--- src/rtl/battle_engine_if.sv ---
// Bus between collision/keyboard logic, the battle engine and the HUD renderer.
// The master side drives encounter requests and keys; the slave side returns HP and status.
interface battle_engine_if #(
  parameter int HP_W  = 8,
  parameter int DMG_W = 7
);
  logic             col_e;
  logic             boss;
  logic [DMG_W-1:0] player_hit;
  logic [DMG_W-1:0] enemy_hit;
  logic [7:0]       key_in;
  logic [HP_W-1:0]  HP_player;
  logic [HP_W-1:0]  HP_enemy;
  logic [2:0]       p_attack;
  logic [2:0]       e_attack;
  logic             in_battle;
  logic             battle_won;
  logic             battle_lost;

  modport master (
    output col_e, boss, player_hit, enemy_hit, key_in,
    input  HP_player, HP_enemy, p_attack, e_attack, in_battle, battle_won, battle_lost
  );

  modport slave (
    input  col_e, boss, player_hit, enemy_hit, key_in,
    output HP_player, HP_enemy, p_attack, e_attack, in_battle, battle_won, battle_lost
  );
endinterface

--- src/rtl/battle_engine.sv ---
// Turn-based encounter engine: spawns enemy HP on collision, alternates player and
// enemy turns with saturating damage, and reports win/loss to the HUD.
module battle_engine #(
  parameter int          HP_W        = 8,
  parameter int          DMG_W       = 7,
  parameter int          PLAYER_HP   = 100,
  parameter int          BOSS_HP     = 150,
  parameter int          ENEMY_MIN   = 51,
  parameter int          ENEMY_SPAN  = 50,
  parameter int          RND_W       = 6,
  parameter int          ENEMY_DELAY = 8,
  parameter logic [7:0]  KEY_LIGHT   = 8'h1C,
  parameter logic [7:0]  KEY_HEAVY   = 8'h1B,
  parameter logic [15:0] LFSR_SEED   = 16'hACE1
) (
  input logic            clk_b,
  input logic            rst_n,
  battle_engine_if.slave bus
);
  localparam int AW = HP_W + 2;
  localparam int CW = (ENEMY_DELAY > 1) ? $clog2(ENEMY_DELAY) : 1;

  typedef enum logic [2:0] {
    IDLE        = 3'd0,
    PLAYER_TURN = 3'd1,
    ENEMY_WAIT  = 3'd2,
    WIN         = 3'd3,
    LOSE        = 3'd4
  } state_t;

  state_t          state_r;
  logic [15:0]     lfsr_r;
  logic [7:0]      key_prev_r;
  logic [CW-1:0]   wait_cnt_r;
  logic            boss_r;
  logic [HP_W-1:0] hp_player_r;
  logic [HP_W-1:0] hp_enemy_r;
  logic [2:0]      p_attack_r;
  logic [2:0]      e_attack_r;
  logic            in_battle_r;
  logic            won_r;
  logic            lost_r;

  logic            key_ok_s;
  logic            heavy_s;
  logic            miss_s;
  logic [RND_W-1:0] rnd_s;
  logic [RND_W-1:0] r_s;
  logic [HP_W-1:0] spawn_hp_s;
  logic [AW-1:0]   p_dmg_s;
  logic [AW-1:0]   e_dmg_s;
  logic [HP_W-1:0] enemy_after_s;
  logic [HP_W-1:0] player_after_s;
  logic [2:0]      p_code_s;
  logic            lfsr_fb_s;

  // Turn arithmetic: spawn HP, damage amounts and saturated HP results.
  always_comb begin
    lfsr_fb_s = lfsr_r[15] ^ lfsr_r[13] ^ lfsr_r[12] ^ lfsr_r[10];
    key_ok_s  = ((bus.key_in == KEY_LIGHT) || (bus.key_in == KEY_HEAVY)) && (key_prev_r == 8'h00);
    heavy_s   = (bus.key_in == KEY_HEAVY);
    miss_s    = (lfsr_r[1:0] == 2'b00);
    rnd_s     = lfsr_r[RND_W-1:0];
    // Fold out-of-span draws back into 0..ENEMY_SPAN instead of rejecting them.
    if (AW'(rnd_s) > AW'(ENEMY_SPAN)) begin
      r_s = RND_W'(AW'(rnd_s) - AW'(ENEMY_SPAN) - AW'(1));
    end else begin
      r_s = rnd_s;
    end
    if (bus.boss) begin
      spawn_hp_s = HP_W'(BOSS_HP);
    end else begin
      spawn_hp_s = HP_W'(ENEMY_MIN) + HP_W'(r_s);
    end
    if (!heavy_s) begin
      p_dmg_s  = AW'(bus.player_hit);
      p_code_s = 3'd1;
    end else if (miss_s) begin
      p_dmg_s  = {AW{1'b0}};
      p_code_s = 3'd4;
    end else begin
      p_dmg_s  = AW'({bus.player_hit, 1'b0});
      p_code_s = 3'd2;
    end
    if (boss_r) begin
      e_dmg_s = AW'(bus.enemy_hit) + AW'(bus.enemy_hit >> 1);
    end else begin
      e_dmg_s = AW'(bus.enemy_hit);
    end
    // Compare before subtracting so HP never wraps below zero.
    if (p_dmg_s >= AW'(hp_enemy_r)) begin
      enemy_after_s = {HP_W{1'b0}};
    end else begin
      enemy_after_s = hp_enemy_r - p_dmg_s[HP_W-1:0];
    end
    if (e_dmg_s >= AW'(hp_player_r)) begin
      player_after_s = {HP_W{1'b0}};
    end else begin
      player_after_s = hp_player_r - e_dmg_s[HP_W-1:0];
    end
  end

  // Encounter FSM with registered HP, attack codes and status flags.
  always_ff @(posedge clk_b) begin
    if (!rst_n) begin
      state_r     <= IDLE;
      lfsr_r      <= LFSR_SEED;
      key_prev_r  <= 8'h00;
      wait_cnt_r  <= {CW{1'b0}};
      boss_r      <= 1'b0;
      hp_player_r <= HP_W'(PLAYER_HP);
      hp_enemy_r  <= {HP_W{1'b0}};
      p_attack_r  <= 3'd0;
      e_attack_r  <= 3'd0;
      in_battle_r <= 1'b0;
      won_r       <= 1'b0;
      lost_r      <= 1'b0;
    end else begin
      lfsr_r     <= {lfsr_r[14:0], lfsr_fb_s};
      key_prev_r <= bus.key_in;
      case (state_r)
        IDLE: begin
          if (bus.col_e) begin
            state_r     <= PLAYER_TURN;
            hp_enemy_r  <= spawn_hp_s;
            boss_r      <= bus.boss;
            p_attack_r  <= 3'd0;
            e_attack_r  <= 3'd0;
            in_battle_r <= 1'b1;
          end
        end
        PLAYER_TURN: begin
          if (key_ok_s) begin
            hp_enemy_r <= enemy_after_s;
            p_attack_r <= p_code_s;
            wait_cnt_r <= {CW{1'b0}};
            if (enemy_after_s == {HP_W{1'b0}}) begin
              state_r     <= WIN;
              in_battle_r <= 1'b0;
              won_r       <= 1'b1;
            end else begin
              state_r <= ENEMY_WAIT;
            end
          end
        end
        ENEMY_WAIT: begin
          if (wait_cnt_r == CW'(ENEMY_DELAY - 1)) begin
            hp_player_r <= player_after_s;
            e_attack_r  <= boss_r ? 3'd2 : 3'd1;
            if (player_after_s == {HP_W{1'b0}}) begin
              state_r     <= LOSE;
              in_battle_r <= 1'b0;
              lost_r      <= 1'b1;
            end else begin
              state_r <= PLAYER_TURN;
            end
          end else begin
            wait_cnt_r <= wait_cnt_r + CW'(1);
          end
        end
        WIN: begin
          hp_enemy_r <= {HP_W{1'b0}};
          if (!bus.col_e) begin
            state_r <= IDLE;
            won_r   <= 1'b0;
          end
        end
        LOSE: begin
          state_r <= LOSE;
        end
        default: begin
          state_r     <= IDLE;
          in_battle_r <= 1'b0;
          won_r       <= 1'b0;
          lost_r      <= 1'b0;
        end
      endcase
    end
  end

  assign bus.HP_player   = hp_player_r;
  assign bus.HP_enemy    = hp_enemy_r;
  assign bus.p_attack    = p_attack_r;
  assign bus.e_attack    = e_attack_r;
  assign bus.in_battle   = in_battle_r;
  assign bus.battle_won  = won_r;
  assign bus.battle_lost = lost_r;
endmodule

--- src/flat_wrapper.sv ---
// flat-port wrapper written by rule: the top's interface ports become plain ports
module battle_engine_flat 
#(
  parameter int          HP_W        = 8,
  parameter int          DMG_W       = 7,
  parameter int          PLAYER_HP   = 100,
  parameter int          BOSS_HP     = 150,
  parameter int          ENEMY_MIN   = 51,
  parameter int          ENEMY_SPAN  = 50,
  parameter int          RND_W       = 6,
  parameter int          ENEMY_DELAY = 8,
  parameter logic [7:0]  KEY_LIGHT   = 8'h1C,
  parameter logic [7:0]  KEY_HEAVY   = 8'h1B,
  parameter logic [15:0] LFSR_SEED   = 16'hACE1
)
  (clk_b, rst_n, bus_col_e, bus_boss, bus_player_hit, bus_enemy_hit, bus_key_in, bus_HP_player, bus_HP_enemy, bus_p_attack, bus_e_attack, bus_in_battle, bus_battle_won, bus_battle_lost);
  battle_engine_if #(.HP_W(HP_W), .DMG_W(DMG_W)) bus_i ();
  input logic clk_b;
  input logic rst_n;
  input wire logic [$bits(bus_i.col_e)-1:0] bus_col_e;
  input wire logic [$bits(bus_i.boss)-1:0] bus_boss;
  input wire logic [$bits(bus_i.player_hit)-1:0] bus_player_hit;
  input wire logic [$bits(bus_i.enemy_hit)-1:0] bus_enemy_hit;
  input wire logic [$bits(bus_i.key_in)-1:0] bus_key_in;
  output wire logic [$bits(bus_i.HP_player)-1:0] bus_HP_player;
  output wire logic [$bits(bus_i.HP_enemy)-1:0] bus_HP_enemy;
  output wire logic [$bits(bus_i.p_attack)-1:0] bus_p_attack;
  output wire logic [$bits(bus_i.e_attack)-1:0] bus_e_attack;
  output wire logic [$bits(bus_i.in_battle)-1:0] bus_in_battle;
  output wire logic [$bits(bus_i.battle_won)-1:0] bus_battle_won;
  output wire logic [$bits(bus_i.battle_lost)-1:0] bus_battle_lost;
  assign bus_i.col_e = bus_col_e;
  assign bus_i.boss = bus_boss;
  assign bus_i.player_hit = bus_player_hit;
  assign bus_i.enemy_hit = bus_enemy_hit;
  assign bus_i.key_in = bus_key_in;
  assign bus_HP_player = bus_i.HP_player;
  assign bus_HP_enemy = bus_i.HP_enemy;
  assign bus_p_attack = bus_i.p_attack;
  assign bus_e_attack = bus_i.e_attack;
  assign bus_in_battle = bus_i.in_battle;
  assign bus_battle_won = bus_i.battle_won;
  assign bus_battle_lost = bus_i.battle_lost;
  battle_engine #(.HP_W(HP_W), .DMG_W(DMG_W), .PLAYER_HP(PLAYER_HP), .BOSS_HP(BOSS_HP), .ENEMY_MIN(ENEMY_MIN), .ENEMY_SPAN(ENEMY_SPAN), .RND_W(RND_W), .ENEMY_DELAY(ENEMY_DELAY), .KEY_LIGHT(KEY_LIGHT), .KEY_HEAVY(KEY_HEAVY), .LFSR_SEED(LFSR_SEED)) u_core (.clk_b(clk_b), .rst_n(rst_n), .bus(bus_i));
endmodule
--- config.mk ---
export PLATFORM = sky130hd
export DESIGN_NAME = battle_engine_flat
export DESIGN_NICKNAME = d
export VERILOG_FILES = /design/src/rtl/battle_engine_if.sv /design/src/rtl/battle_engine.sv /design/src/flat_wrapper.sv
export SDC_FILE = /design/constraint.sdc
export NUM_CORES = 1
export LEC_CHECK = 0
export ABC_AREA = 1
export BUFFER_PORTS_ARGS = -buffer_cell sky130_fd_sc_hd__clkbuf_2
export CAP_MARGIN = 20
export CORE_MARGIN = 2
export CORE_UTILIZATION = 36
export CTS_CLUSTER_DIAMETER = 80
export DETAILED_ROUTE_END_ITERATION = 16
export REMOVE_ABC_BUFFERS = 1
export SLEW_MARGIN = 15
export SYNTH_ARGS = -nofsm -noshare
export SYNTH_HDL_FRONTEND = slang
export SYNTH_SLANG_ARGS = --single-unit
--- constraint.sdc ---
create_clock -name clk_b -period 5.7 [get_ports clk_b]
set_input_delay 0.285 -clock clk_b [delete_from_list [all_inputs] [get_ports clk_b]]
set_output_delay 0.285 -clock clk_b [all_outputs]
set_load 0.01 [all_outputs]
==> results.py <==
metrics = {
    "synthesis": {
        "synth_edf_count": 0,
        "async_flop_share_pct": 0,
        "synth.area.mux_share_pct": 0,
        "synth_top_family_by_area": "simple AND/OR/NAND/NOR gates",
        "ys_ff_latch": 55,
        "synth_compound_area_share_pct": 14.54,
        "synth.area.top_cells": "dfxtp_1 (28%), nand2_1 (13%), ha_1 (11%), inv_1 (11%), a21oi_1 (4.4%)",
        "syn_inst": 595,
        "ys_types": 43,
        "synthXorXnorAreaFrac_pct": 2.424,
        "synthSimpleGateAreaFrac_pct": 29.24,
        "avgSynthCellArea_um2": 6.681,
        "yosysTopAreaCellShare_pct": 27.70,
        "seq_area_frac_synth_pct": 27.70,
        "syn-cell-area_mm2": 0.003975,
        "synth_common_cells": "nand2_1 (136), inv_1 (115), dfxtp_1 (55)",
        "synthFlopType": "dfxtp_1",
        "yosysTopAreaCell": "dfxtp_1",
        "synthAdderAreaFrac_pct": 12.84,
        "synth_most_common_cell": "nand2_1",
        "yosysWarnings": 0,
    },
    "route": {
        "firstDrtPassIters": 4,
        "drt_iter0_drc": 146,
        "viasPerCell": 4.687,
        "wl_per_cell_um": 11.28,
        "ant_nets": 0,
        "drc": 0,
        "routed_wl_um": 8798,
        "vias": 3656,
    },
    "hold_path": {
        "hold_class": "in2reg",
    },
    "cts": {
        "clock_path_buffers": 2,
        "worstSkewPairLatency_ns": 0.31,
        "cts.sinks": 55,
        "cts_setup_buffers": 0,
        "ctsHoldBuffers": 0,
        "cts_max_level": 2,
        "cts_root_buf": "clkbuf_8",
        "clkSlewWorstSetupHoldPaths_ns": 0.10,
        "cts_made_buffers": 5,
        "cts_resized": 0,
        "cts_tree": "yes",
    },
    "floorplan": {
        "ios": 51,
        "dieHeight_um": 109.1,
        "initial_core_util_pct": 36.83,
        "die_area_mm2": 0.01190,
        "row_count": 38,
        "core_area_mm2": 0.01079,
        "die_w_um": 109.1,
    },
    "sta": {
        "slew_violations": 0,
        "period_share_pct": 58.89,
        "tightest_slew_ns": 0.7080,
        "setup-violations-final": 0,
        "fin_setup_tns_ns": 0,
        "rsz0062_at_grt": "no",
        "max_freq_mhz": 297.9,
        "hold_violations": 0,
        "fin_crit_ns": 3.357,
        "skew_ns": 0.006411,
        "max_slew_margin_pct": 52.74,
    },
    "placement": {
        "io_buffers": 49,
        "placedInstanceArea_mm2": 0.004334,
        "hpwl_um": 7032,
        "gp_congestion": 0.8399,
    },
    "final_layout": {
        "antenna_cells": 0,
        "finalInstanceArea_mm2": 0.004452,
        "drive_gt1_share_pct": 13.59,
        "nets": 704,
        "areaGrowthSynthToFinish_pct": 11.99,
    },
    "global_route": {
        "grt_use_total_pct": 15.79,
        "antenna_found_initial": 0,
        "grt_max_degree": 35,
        "grt_pass1_wl_um": 15280,
        "globalRouteOverflowTotal": 0,
        "grt_pass1_vias": 3392,
    },
    "pwr": {
        "leakagePower_nw": 2.446,
        "p_per_area_mw_per_mm2": 361.4,
        "peakVddDrop_uv": 171.5,
    },
    "worst_setup_path": {
        "critPathRequiredTime_ns": 5.94,
        "arrival_ns": 3.59,
        "critPathLaunchType": "primary input",
        "path_class": "in2reg",
        "cp-end-kind": "register",
        "cp_max_fo": 12,
    },
    "job": {
        "cap_violations": 0,
    },
    "status": {
        "status": "complete, no violations",
    },
}
## layout make-up
class	count	area [um^2]
clock inverters	2	35.03
clock buffers	6	82.58
repair buffers	49	245.2
multi-input cells	405	2351
flip-flops and latches	55	1101
well taps	140	175.2
inverters	123	461.7
fillers	1150	6341
## stage by stage
stage               instances  hold slack, ns  worst slack (ns)  utilization, %  total power, mW
floorplan                 583          0.3785             2.566               -            1.130
global placement          772          0.3948             2.161           40.16            1.339
detailed placement        772          0.4028             2.042           40.16            1.346
CTS                       780          0.1655             2.345           41.25            1.620
global route              780          0.1809             1.799           41.25            1.775
finish                    780          0.1723             2.343           41.25            1.609
## cells by family after synthesis
| family | Yosys count |
|---|---|
| AOI/OAI and AO/OA | 100 |
| xor gates and xnor gates | 11 |
| adders and majority gates | 39 |
| buffers and inverters | 135 |
| DFF | 55 |
| other | 1 |
| and+or+nand+nor | 254 |
## worst paths after layout
kind / from / depth (start not counted) / slack (ns) / endpoint
setup reg to reg: u_core.lfsr_r[0]$_SDFF_PN1_ / 17 / 2.48 / u_core.bus.in_battle$_SDFFE_PN0P_
setup / recovery: bus_enemy_hit[1] / 24 / 2.34 / u_core.state_r[0]$_SDFFE_PN0P_
hold / removal: bus_key_in[4] / 3 / 0.17 / u_core.key_prev_r[4]$_SDFF_PN0_
hold reg to reg: u_core.lfsr_r[14]$_SDFF_PN0_ / 1 / 0.42 / u_core.lfsr_r[15]$_SDFF_PN1_
## where the power goes
part / internal (mW) / switching (mW)
Sequential: 0.447 / 0.0553
Combinational: 0.300 / 0.538
Clock: 0.142 / 0.127
## sequential cells by signal, summed over array words and instances, names as in the netlist
| register | count |
|---|---|
| u_core.key_prev_r | 8 |
| u_core.bus.battle_lost | 1 |
| u_core.bus.HP_enemy | 8 |
| u_core.wait_cnt_r | 3 |
| u_core.bus.battle_won | 1 |
| u_core.bus.p_attack | 3 |
| u_core.lfsr_r | 16 |
| u_core.bus.HP_player | 8 |
| u_core.state_r | 3 |
| u_core.bus.in_battle | 1 |
| u_core.bus.e_attack | 2 |
| u_core.boss_r | 1 |
## per-layer routing
| layer | GRT usage [%] | up-vias | share of wire [%] |
|---|---|---|---|
| met4 | 3.297 | 0 | 0.68 |
| li1 | - | 1979 | - |
| met5 | 0 | - | 0 |
| met2 | 26.35 | 62 | 46 |
| met3 | 2.032 | 9 | 3.9 |
| met1 | 21.76 | 1606 | 49 |
## critical path, stage by stage
cell	delay, ns
clkbuf_2	0.12
ha_1	0.17
inv_1	0.05
fa_1	0.40
o31ai_1	0.32
inv_1	0.07
nor2_1	0.11
o21ai_0	0.08
o21ai_0	0.12
inv_1	0.07
ha_1	0.34
nand2_1	0.11
inv_1	0.08
nand2_1	0.07
nand2_1	0.05
nand2_1	0.05
nand4_1	0.33
a21oi_1	0.28
nor2_1	0.08
nand2_1	0.08
nand2_1	0.08
nand2_1	0.08
nand2_1	0.05
a21oi_1	0.11
## cell usage in the layout, fill, tap and decap left out, types with 2 or more instances in the layout
| cell type | instances |
|---|---|
| o21bai_1 | 3 |
| dfxtp_1 | 55 |
| clkbuf_2 | 49 |
| a22oi_1 | 5 |
| a31oi_1 | 7 |
| a21oi_1 | 35 |
| nand2_1 | 136 |
| clkbuf_8 | 6 |
| xor2_1 | 8 |
| inv_1 | 115 |
| inv_2 | 8 |
| nor2_1 | 44 |
| nand3b_1 | 2 |
| ha_1 | 36 |
| nand4_1 | 7 |
| nor4_1 | 2 |
| nand2_2 | 2 |
| nor3_1 | 7 |
| o21ai_1 | 10 |
| nor2_4 | 2 |
| o211a_1 | 4 |
| nand3_2 | 2 |
| nor2_8 | 2 |
| o21ai_0 | 25 |
| fa_1 | 3 |
| or2_2 | 8 |
| o31ai_1 | 4 |
| nand3_1 | 33 |
| a211oi_1 | 2 |
| nor2_2 | 3 |
| xnor2_1 | 3 |
No activity file was read; power rests on OpenSTA's default activity.
